[config.mk]
export PLATFORM = sky130hd
export DESIGN_NAME = pad_key_decoder
export DESIGN_NICKNAME = d
export VERILOG_FILES = /design/src/rtl/pad_key_decoder.sv
export SDC_FILE = /design/constraint.sdc
export NUM_CORES = 1
export LEC_CHECK = 0
export CAP_MARGIN = 10
export CORE_AREA = 3 3 40 42
export CTS_CLUSTER_SIZE = 14
export DETAILED_ROUTE_END_ITERATION = 6
export DIE_AREA = 0 0 43 45
export SYNTH_ARGS = -nofsm -noshare
export SYNTH_HDL_FRONTEND = slang
export SYNTH_SLANG_ARGS = --single-unit
[constraint.sdc]
create_clock -name clk -period 2.27 [get_ports clk]
set_clock_uncertainty 0.2 [all_clocks]
set_input_delay 0.454 -clock clk [delete_from_list [all_inputs] [get_ports clk]]
set_output_delay 0.454 -clock clk [all_outputs]
set_load 0.05 [all_outputs]
[src/rtl/pad_key_decoder.sv]
// PS/2 set-2 byte decoder for a two-player pad game: tracks held W/S/Up/Down keys and pulses on Space press.
// Optional idle watchdog that force-releases held keys is enabled by defining KEY_WATCHDOG_EN.
module pad_key_decoder #(
   parameter int WDOG_CYCLES = 65_000_000
) (
   input  logic       clk,
   input  logic       rst,
   input  logic [7:0] scan_code,
   input  logic       scan_valid,
   output logic       p1_up,
   output logic       p1_down,
   output logic       p2_up,
   output logic       p2_down,
   output logic       start_pulse
);

   localparam logic [7:0] CODE_EXT   = 8'hE0;
   localparam logic [7:0] CODE_BREAK = 8'hF0;

   typedef enum logic [1:0] {
      IDLE,
      BRK,
      EXT,
      EXT_BRK
   } state_t;

   state_t state_reg, state_next;

   logic p1_up_reg, p1_up_next;
   logic p1_down_reg, p1_down_next;
   logic p2_up_reg, p2_up_next;
   logic p2_down_reg, p2_down_next;
   logic space_held_reg, space_held_next;
   logic start_reg, start_next;

   logic key_event;
   logic key_break;
   logic key_ext;
   logic any_held;

   assign any_held = p1_up_reg | p1_down_reg | p2_up_reg | p2_down_reg | space_held_reg;

`ifdef KEY_WATCHDOG_EN
   localparam int WD_W = (WDOG_CYCLES > 1) ? $clog2(WDOG_CYCLES) : 1;
   localparam logic [WD_W-1:0] WD_MAX = WD_W'(WDOG_CYCLES - 1);

   logic [WD_W-1:0] wd_reg;
   logic            wd_expire;

   // A byte arriving in the expiry cycle takes priority over the force-release.
   assign wd_expire = !scan_valid && (wd_reg == WD_MAX);

   always_ff @(posedge clk) begin
      if (rst || scan_valid || wd_expire) begin
         wd_reg <= '0;
      end else if (any_held) begin
         wd_reg <= wd_reg + 1'b1;
      end
   end
`endif

   always_comb begin
      state_next      = state_reg;
      p1_up_next      = p1_up_reg;
      p1_down_next    = p1_down_reg;
      p2_up_next      = p2_up_reg;
      p2_down_next    = p2_down_reg;
      space_held_next = space_held_reg;
      start_next      = 1'b0;
      key_event       = 1'b0;
      key_break       = 1'b0;
      key_ext         = 1'b0;

      if (scan_valid) begin
         case (state_reg)
            IDLE: begin
               if (scan_code == CODE_BREAK)    state_next = BRK;
               else if (scan_code == CODE_EXT) state_next = EXT;
               else                            key_event  = 1'b1;
            end
            EXT: begin
               if (scan_code == CODE_BREAK)    state_next = EXT_BRK;
               else if (scan_code == CODE_EXT) state_next = EXT;
               else begin
                  key_event  = 1'b1;
                  key_ext    = 1'b1;
                  state_next = IDLE;
               end
            end
            BRK: begin
               if (scan_code == CODE_BREAK)    state_next = BRK;
               else if (scan_code == CODE_EXT) state_next = EXT;
               else begin
                  key_event  = 1'b1;
                  key_break  = 1'b1;
                  state_next = IDLE;
               end
            end
            EXT_BRK: begin
               if (scan_code == CODE_BREAK)    state_next = EXT_BRK;
               else if (scan_code == CODE_EXT) state_next = EXT;
               else begin
                  key_event  = 1'b1;
                  key_break  = 1'b1;
                  key_ext    = 1'b1;
                  state_next = IDLE;
               end
            end
            default: state_next = IDLE;
         endcase
      end

      // Extended flag is part of the key identity, so 0x75 and E0 75 never alias.
      if (key_event) begin
         case ({key_ext, scan_code})
            9'h01D: p1_up_next   = !key_break;
            9'h01B: p1_down_next = !key_break;
            9'h175: p2_up_next   = !key_break;
            9'h172: p2_down_next = !key_break;
            9'h029: begin
               if (!key_break && !space_held_reg) start_next = 1'b1;
               space_held_next = !key_break;
            end
            default: ;
         endcase
      end

`ifdef KEY_WATCHDOG_EN
      if (wd_expire) begin
         state_next      = IDLE;
         p1_up_next      = 1'b0;
         p1_down_next    = 1'b0;
         p2_up_next      = 1'b0;
         p2_down_next    = 1'b0;
         space_held_next = 1'b0;
      end
`endif
   end

   always_ff @(posedge clk) begin
      if (rst) begin
         state_reg      <= IDLE;
         p1_up_reg      <= 1'b0;
         p1_down_reg    <= 1'b0;
         p2_up_reg      <= 1'b0;
         p2_down_reg    <= 1'b0;
         space_held_reg <= 1'b0;
         start_reg      <= 1'b0;
      end else begin
         state_reg      <= state_next;
         p1_up_reg      <= p1_up_next;
         p1_down_reg    <= p1_down_next;
         p2_up_reg      <= p2_up_next;
         p2_down_reg    <= p2_down_next;
         space_held_reg <= space_held_next;
         start_reg      <= start_next;
      end
   end

   assign p1_up       = p1_up_reg;
   assign p1_down     = p1_down_reg;
   assign p2_up       = p2_up_reg;
   assign p2_down     = p2_down_reg;
   assign start_pulse = start_reg;

endmodule
==> impl_metrics.ini <==
[synth]
synth_top_family_by_area = simple AND/OR/NAND/NOR gates
synth_top_area_cell = dfxtp_1
ys_ff_latch = 8
yosysTopAreaCellShare_pct = 37.3
syn_nets = 56
synthArstFlopShare_pct = 0
yosys.area_share.simple_pct = 45.5
ys_seq_area_share_pct = 37.3
synth_ff_type = dfxtp_1
synth_edf_count = 0
yosysMostFrequentCell = dfxtp_1
synth_compound_gate_area_share_pct = 7.00
synth_xor_area_share_pct = 0
synthTopCellsByCount = 8 x dfxtp_1, 6 x nand2b_1, 4 x mux2i_1
synthAdderAreaFrac_pct = 0
synth_area_um2 = 429
synth.area.top_cells = dfxtp_1 37%, mux2i_1 9.3%, nand2b_1 8.7%, nand3b_1 5.2%, nor4bb_1 4.7%
syn_inst = 45
synthMuxAreaShare_pct = 9.33
yosys_warnings = 0
synth.distinct_cells = 19
syn_avg_cell_area_um2 = 9.54

[finish]
layout-drive-gt1-share_pct = 13.2
diodes = 0
syn2layout_area_growth_pct = 53.4
post-route-util_pct = 51.2
regArea_um2 = 160
largest_reg_flops = 2
nNetsFinal = 81
stdcell_area_um2 = 658
multiInputGateArea_um2 = 265
nFillCells = 127
instances_no_fill = 83

[power]
p_seq_share_pct = 48.0
powerDensity_mw_per_mm2 = 451
p_switching_w = 0.0000656
intPower_w = 0.000231
pwr-share-clk_pct = 35.4
switching_share_pct = 22.1
power_leakage_nw = 0.227
irDropWorstVdd_v = 0.000353
combinationalPowerShare_pct = 16.6

[floorplanning]
core_area_mm2 = 0.00128
start_util_pct = 33.4
io_pins = 16
fp-row-count = 13
die_y_um = 45
dieArea_mm2 = 0.00194
die_w_um = 43

[timing]
setup_violations = 0
drv_slew = 0
timing.final.crit_share_pct = 89.7
period_minus_slack_ps = 2040
fmax_mhz = 491
fin_hold_ws_ps = 222
worstMarginPinSlew_ps = 491
fin_ws_ps = 234
rsz0062_at_grt = false
max_slew_margin_pct = 66.8
finalHoldViolCount = 0

[global_route]
overflow = 0
grt_first_pass_wirelength_um = 1690
antenna_found_initial = 0
grt_max_degree = 9
grt.total_usage_pct = 11.8
grt_pass1_vias = 405

[worst_hold_path]
hold_class = reg -> reg
hold_depth = 1
min-delay-start = space_held_reg
min_to = start_pulse

[clock_tree]
postCtsSetupBuffers = 0
cts-root-buf = clkbuf_4
cts_resized = 0
clockBufferDepth = 2
clk_pin_slew_ps = 50
numCtsBuffers = 3
cts_tree = done
clkSinkCount = 8
clock_latency_ps = 250
hold_buffers = 0
ctsHtreeMaxLevel = 1

[flow_run]
maxCapViolations = 0

[detailed_routing]
drtIter0Drc = 5
drtPass1Iterations = 4
post_drt_wl_per_cell_um = 12.7
antenna_left = 0
remaining_drc_errors = 0
finalWirelength_um = 1060
routed_via_density = 5.37
vias = 446

[setup_path]
r2r_setup_slack_ps = 550
crit_arrival_ps = 2010
crit_path_max_fanout = 4
critPathLaunchType = primary input
r2r-end = p1_up
r2r_start = state_reg[1]
r2r.worst_path.cells = 4
cp-end-kind = flip-flop
cp.required_ps = 2250
path_class = in -> reg

[run_status]
status = completed

[place]
gp_congestion = 0.890
post_dp_cell_area_um2 = 636
io_buffers = 15
place_ws_ps = -38.5
hpwl_um = 843
dp_cells = 80
[stage by stage]
stage          total power, W  TNS, ps
5_1_grt              0.000317        0
6_report             0.000297        0
4_1_cts              0.000302        0
2_1_floorplan        0.000159        0
3_5_place_dp         0.000194    -74.9
3_3_place_gp         0.000194    -20.2
[metal layers]
metal	vias to the layer above	track usage (%)	part of all wire, %
met5	-	0	0
met2	18	18.0	49
met3	0	7.17	8.6
li1	226	-	-
met4	0	1.81	0
met1	202	14.8	43
[power by group through the flow]
stage / clock, W / combinational, W / sequential [W]
6_report: 0.000105 / 0.0000493 / 0.000142
5_1_grt: 0.000122 / 0.0000530 / 0.000142
4_1_cts: 0.000111 / 0.0000490 / 0.000142
3_5_place_dp: 0 / 0.0000488 / 0.000145
3_3_place_gp: 0 / 0.0000491 / 0.000145
2_1_floorplan: 0 / 0.0000142 / 0.000145
[layout make-up]
| class | count | area share (%) |
|---|---|---|
| repair buffers | 20 | 28.5 |
| clock buffers | 3 | 3.42 |
| flip-flops and latches | 8 | 24.3 |
| multi-input cells | 36 | 40.3 |
| inverters | 1 | 0.570 |
| well taps | 15 | 2.85 |
[worst max-delay path: stages]
cell and delay, ps:
clkdlybuf4s50_1 450, or4b_4 530, nor4_1 250, buf_4 160, mux2i_1 160
[layout by cell type (no fill, tap or decap)]
master,netlist,routed
o31ai_1,1,1
or2_1,1,1
nand4_1,2,2
clkbuf_4,0,3
clkdlybuf4s50_1,0,15
nor4_1,3,3
a211oi_1,1,1
or4_1,1,1
and3b_1,1,1
dfxtp_1,8,8
a21oi_1,3,3
nor3_1,1,1
nand2b_1,6,6
or4b_4,1,1
buf_4,0,5
nor4bb_1,2,2
nand3b_1,3,3
nand4b_1,2,2
nand2_1,2,2
inv_1,1,1
mux2i_1,4,4
nor4b_1,2,2
[kinds of logic (layout without fill, tap and decap cells)]
group	after synthesis	count (layout)
AOI/OAI and AO/OA	5	5
buffers and inverters	1	24
DFF	8	8
muxes	4	4
and+or+nand+nor	27	27
[worst max-delay path by stage]
stage | slack (ps) | cells past startpoint | start | endpoint
final | 230 | 5 | scan_code[6] | p1_up
after global routing | 160 | 4 | scan_code[6] | p1_down
after CTS | 220 | 5 | scan_code[6] | p1_up
after detailed placement | -40 | 5 | scan_code[6] | p1_up
after global placement | -20 | 4 | scan_code[6] | p1_down
after floorplan | 560 | 3 | scan_code[6] | p1_down
(Power assumes the default switching activity.)
